--- src/rtl/down_count_syn.sv ---
// Loadable down-counter/timer: counts from a latched start value to zero and
// pulses tc on arrival; one-shot or auto-reload, with pause (en) and abort.
module down_count_syn #(
    parameter int WIDTH = 4
) (
    input  logic             clk,
    input  logic             reset,
    input  logic             start,
    input  logic [WIDTH-1:0] load_val,
    input  logic             en,
    input  logic             reload_en,
    input  logic             abort,
    output logic [WIDTH-1:0] out,
    output logic             tc,
    output logic             busy
);

    // start is a single-cycle request with an implicit ready of (state == IDLE):
    // it is accepted only on an edge where the counter is idle and load_val is
    // nonzero; a start seen at any other time is dropped, never queued.
    typedef enum logic {
        IDLE = 1'b0,
        RUN  = 1'b1
    } state_t;

    state_t           state_q, state_d;
    logic [WIDTH-1:0] out_q, out_d;
    logic [WIDTH-1:0] reload_q, reload_d;
    logic             tc_q, tc_d;

    always_ff @(posedge clk) begin
        if (reset) begin
            state_q  <= IDLE;
            out_q    <= '0;
            reload_q <= '0;
            tc_q     <= 1'b0;
        end else begin
            state_q  <= state_d;
            out_q    <= out_d;
            reload_q <= reload_d;
            tc_q     <= tc_d;
        end
    end

    always_comb begin
        state_d  = state_q;
        out_d    = out_q;
        reload_d = reload_q;
        tc_d     = 1'b0;
        case (state_q)
            IDLE: begin
                if (start && (load_val != '0)) begin
                    out_d    = load_val;
                    reload_d = load_val;
                    state_d  = RUN;
                end
            end
            RUN: begin
                if (abort) begin
                    out_d   = '0;
                    state_d = IDLE;
                end else if (!en) begin
                    out_d = out_q;
                end else if (out_q > WIDTH'(1)) begin
                    out_d = out_q - WIDTH'(1);
                end else if (out_q == WIDTH'(1)) begin
                    out_d = '0;
                    tc_d  = 1'b1;
                    if (!reload_en) state_d = IDLE;
                end else begin
                    // Zero cycle of a reload run; reload_en may have been cleared meanwhile.
                    if (reload_en) out_d = reload_q;
                    else           state_d = IDLE;
                end
            end
            default: state_d = IDLE;
        endcase
    end

    assign out  = out_q;
    assign tc   = tc_q;
    assign busy = (state_q == RUN);

endmodule

--- config.mk ---
export PLATFORM = sky130hd
export DESIGN_NAME = down_count_syn
export DESIGN_NICKNAME = d
export VERILOG_FILES = /design/src/rtl/down_count_syn.sv
export SDC_FILE = /design/constraint.sdc
export NUM_CORES = 1
export LEC_CHECK = 0
export ABC_AREA = 1
export BUFFER_PORTS_ARGS = -buffer_cell sky130_fd_sc_hd__buf_2
export CELL_PAD_IN_SITES_DETAIL_PLACEMENT = 2
export CELL_PAD_IN_SITES_GLOBAL_PLACEMENT = 2
export CORE_ASPECT_RATIO = 0.6
export CORE_UTILIZATION = 26
export CTS_CLUSTER_SIZE = 24
export DETAILED_ROUTE_END_ITERATION = 10
export GPL_TIMING_DRIVEN = 0
export PLACE_DENSITY_LB_ADDON = 0.08
export SYNTH_ARGS = -nofsm -noshare
export SYNTH_HDL_FRONTEND = slang
export SYNTH_SLANG_ARGS = --single-unit
--- constraint.sdc ---
create_clock -name clk -period 1.5 [get_ports clk]
set_input_delay 0.3 -clock clk [delete_from_list [all_inputs] [get_ports clk]]
set_output_delay 0.3 -clock clk [all_outputs]
set_load 0.03 [all_outputs]
After elaboration in Yosys (flattened, before gate mapping)
Index checks and enable logic that the tools add are counted.
{ "op_classes": {"addsub": 1, "eq_ne": 4, "n_bitwise": 2, "order_cmp": 1, "n_reduce_logical": 5, "n_mux": 14} }
{ "ops": {"columns": ["operator", "n"], "rows": [
  ["2-to-1 mux 4 bit", 6],
  ["case mux 4 bit (2 select lines)", 1],
  ["2-to-1 mux 1 bit", 6],
  ["inequality test 5 x 3 -> 1 bit (second input constant)", 1],
  ["OR reduction 5 bit", 1],
  ["== test 4 x 1 -> 1 bit (second input constant)", 1],
  ["greater-than comparator 4 x 1 -> 1 bit (second input constant)", 1],
  ["nonzero test 4 bit", 1],
  ["subtractor 4 x 1 -> 4 bit (second input constant)", 1],
  ["inequality test 3 bit (second input constant)", 1],
  ["AND reduction 3 bit", 1],
  ["inequality test 2 bit (second input constant)", 1],
  ["inverter 1 bit", 2],
  ["case mux 1 bit (2 select lines)", 1],
  ["AND reduction 2 bit", 1],
  ["logical AND 1 bit", 1]
]} }
{ "word_totals": {"reg_bits": 10, "wordCells": 31, "in_bits": 10, "output_inout_bits": 6} }

Logic depth before layout (Yosys ltp)
{ "depth": {"word_depth": 6, "ltp_mapped": 10, "mapped_depth_nobuf": 10} }

Worst setup path after synthesis
OpenSTA, ideal clock, no wires.
{ "synth_path": {"path_kind": "flip-flop to flip-flop", "startpoint": "register out_q[0], in the netlist out[0]", "endpoint": "register out_q[0], in the netlist out[0]", "path_buffers": 0, "required_ps": 1386, "t_arrival_ps": 1547, "setup_slack_ps": -161, "synth_period_minus_slack_ps": 1661, "stages_incl_launch_ff": 9, "setup_time_ps": 114, "cell_sequence": "dfxtp_1 -> inv_1 -> ha_1 -> nor2_1 -> nor2_4 -> nand4_4 -> nand3_4 -> nor2_1 -> nor2_2"} }
{ "synth_between": {"elab_chain_cells": 6, "elab_cells_between_ends": 10, "classes_between": "1 x add/sub; 1 x order compare; 2 x eq/ne; 5 x mux; 1 x reduce/logical"} }
{ "synth_rtl": {"columns": ["element", "line", "text"], "rows": [
  ["start: declaration", "27", "logic [WIDTH-1:0] out_q, out_d;"],
  ["start signal: assignment", "39", "out_q <= out_d;"],
  ["parallel branches: the longest is 6 deep, another holds subtractor 4 x 1 -> 4 bit", null, null]
]} }
Parallel ways; which one is timed is not known. The select of a mux whose other input is x is not followed.
A chain may end at the register's enable or synchronous reset.

Worst setup path after layout
{ "layout_path": {"startpoint": "register out_q[0], in the netlist out[0]", "endpoint": "register out_q[1], in the netlist out[1]"} }
The elaborated chain is that of the path after synthesis.

==> results.ini <==
[finish]
fin_util_pct = 38.0
final_cell_area_sq_um = 860
area_delta_synth_final_pct = 32.1
insertedDiodeCount = 0
drive_gt1_share_pct = 35.0
nets = 133
layout.cells.non_filler = 150
fill_cells = 287

[logic_synthesis]
synth_commonest_cells = 42 x nand2_1, 15 x nor2_1, 10 x dfxtp_1, 6 x nand3_1
synth_top_area_share_pct = 30.8
syn_avg_cell_area_sq_um = 6.44
synth_most_common_cell = nand2_1
ys_seq_elements = 10
ys_seq_area_share_pct = 30.8
syn_area_sq_um = 651
synthesis.nets = 113
synth-xor-area-share_pct = 1.35
muxShareOfSynthArea_pct = 0
ys_types = 16
synthAdderAreaFrac_pct = 3.85
synthTopCellsByArea = dfxtp_1 31%, nand2_1 24%, nor2_1 8.7%
synth-edff-count = 0
synth_top_family_by_area = simple AND/OR/NAND/NOR gates
netlist_instances = 101
synthArstFlopShare_pct = 0
ys.flop_type = dfxtp_1
synth_compound_area_share_pct = 4.62
yosys.area_share.simple_pct = 55.4
synth_area_leader_cell = dfxtp_1
yosysWarningCount = 0

[outcome]
status = complete, no violations

[route]
drc = 0
vias_per_cell = 4.67
wl_um = 2160
vias = 700
first_iter_violations = 17
ant_nets = 0
wl_per_cell_um = 14.4
first_pass_iters = 4

[global_route]
grt_max_degree = 9
first_global_vias = 695
grt_overflow = 0
grt_pass1_wl_um = 3390
antenna_found_initial = 0
grt_use_total_pct = 18.6

[setup_path]
reg2reg_depth = 8
cpPeakStageDelay_ns = 0.38
endpoint_kind = register
worst_ep_arrival_time_ns = 1.52
crit_cells = 8
cp_slowest_cell = dfxtp_2
cp_common_cell = nand2_1
crit_fanout = 4
worst-path-buf-inv = 1
critical_path.top_delay_family = simple AND/OR/NAND/NOR gates
cp-start-kind = register
crit_type = reg -> reg
cp.required_ns = 1.63
crit_chain = inv_2 -> ha_4 -> o21ai_2 -> nand2_1 -> nand3_1 -> nand2_1 -> nor2_1 -> nor2_2

[min_path]
hp-class = in -> reg
hold_depth = 2

[floorplanning]
fp.dieW_um = 66.6
dieArea_sq_um = 2710
die-height_um = 40.8
core_area_sq_um = 2260
rows = 13
initial_core_util_pct = 28.8
io_pins = 16

[clock_tree]
htree_num_levels = 1
clock-sinks = 10
cts_setup_buffers = 0
numCtsBuffers = 3
clkTransAtPathRegs_ns = 0.06
cts_buffer_depth = 2
clock_latency_ns = 0.24
cts_tree = yes
clockRootBuffer = clkbuf_8

[placed_design]
post_dp_cell_area_sq_um = 768
placedCellCount = 146
dp_hpwl_um = 1660
portBuffers = 15
gp_congestion = 0.746

[power]
power_density_nw_per_um2 = 1150
irDropWorstVdd_mv = 0.595
power_leakage_uw = 0.000407

[sta]
skew_ns = 0.00763
slew_violations = 0
worst_pin_slew_ns = 0.292
slew-limit-headroom_pct = 80.5
period_needed_ns = 1.39
hold_violations = 0
setup_viol = 0
fmax_ghz = 0.718
rsz0062_at_grt = no
post-route-period-util_pct = 92.8

[flow_run]
drv_cap = 0

==> placed cells by master (no fill, tap or decap), drive strengths merged <==
cell,count
nand4,1
nand2,44
o21ai,3
buf,15
dfxtp,10
xnor2,1
ha,2
a21oi,3
nand3,7
nor2,23
inv,7
clkbuf,4
==> power breakdown <==
part	internal [uW]	switching [uW]	leakage [uW]
clock	232	118	0.0000288
sequential	290	26.4	0.0000832
combinational	111	210	0.000295
total	633	354	0.000407
==> flip-flops by register name, indices dropped and copies added, names as in the netlist <==
| name | flops |
|---|---|
| out | 4 |
| reload_q | 4 |
| tc | 1 |
| busy | 1 |
==> final timing paths <==
path,startpoint,endpoint,slack (ns)
worst max-delay path,out[0]$_SDFFE_PP0P_,out[1]$_SDFFE_PP0P_,0.11
worst min-delay path,reset,reload_q[2]$_SDFFE_PP0P_,0.26
worst max register to register,out[0]$_SDFFE_PP0P_,out[1]$_SDFFE_PP0P_,0.11
worst min register to register,reload_q[2]$_SDFFE_PP0P_,reload_q[2]$_SDFFE_PP0P_,0.47
==> timing repair <==
item	CTS	global route
endpoints found under the setup margin	3	4
gates resized for setup	3	6
hold buffers	0	0
pin swaps	2	0
==> per-layer routing <==
layer  up-vias  GRT usage [%]  wire [um]
met5         -              0          0
met4         0           6.38         13
met3         2           5.83         68
met2        11           30.3        960
met1       330           23.7       1120
li1        357              -          -
==> kinds of logic (layout without fill, tap and decap cells) <==
group / Yosys count / after routing
AOI/OAI and AO/OA: 6 / 6
buffers and inverters: 7 / 26
and+or+nand+nor: 75 / 75
adders and majority gates: 2 / 2
xor gates and xnor gates: 1 / 1
DFF: 10 / 10
==> stage by stage <==
stage,power [uW],setup TNS [ns],hold WS (ns),setup WS [ns]
floorplan,527,0,0.369,0.0303
global placement,601,0,0.455,0.00870
detailed placement,613,-0.0265,0.463,-0.0112
CTS,983,0,0.249,0.0111
global route,1050,0,0.272,0.0155
finish,987,0,0.257,0.108
==> layout make-up <==
type                            instances  area, sq um  share of cell area, %
Multi-Input combinational cell         84          463                   53.9
Sequential cell                        10          203                   23.6
Timing Repair Buffer                   15         75.1                   8.73
Clock buffer                            4         55.1                   6.40
Tap cell                               30         37.5                   4.37
Inverter                                7         26.3                   3.06
Power figures use the tool's default switching activity.
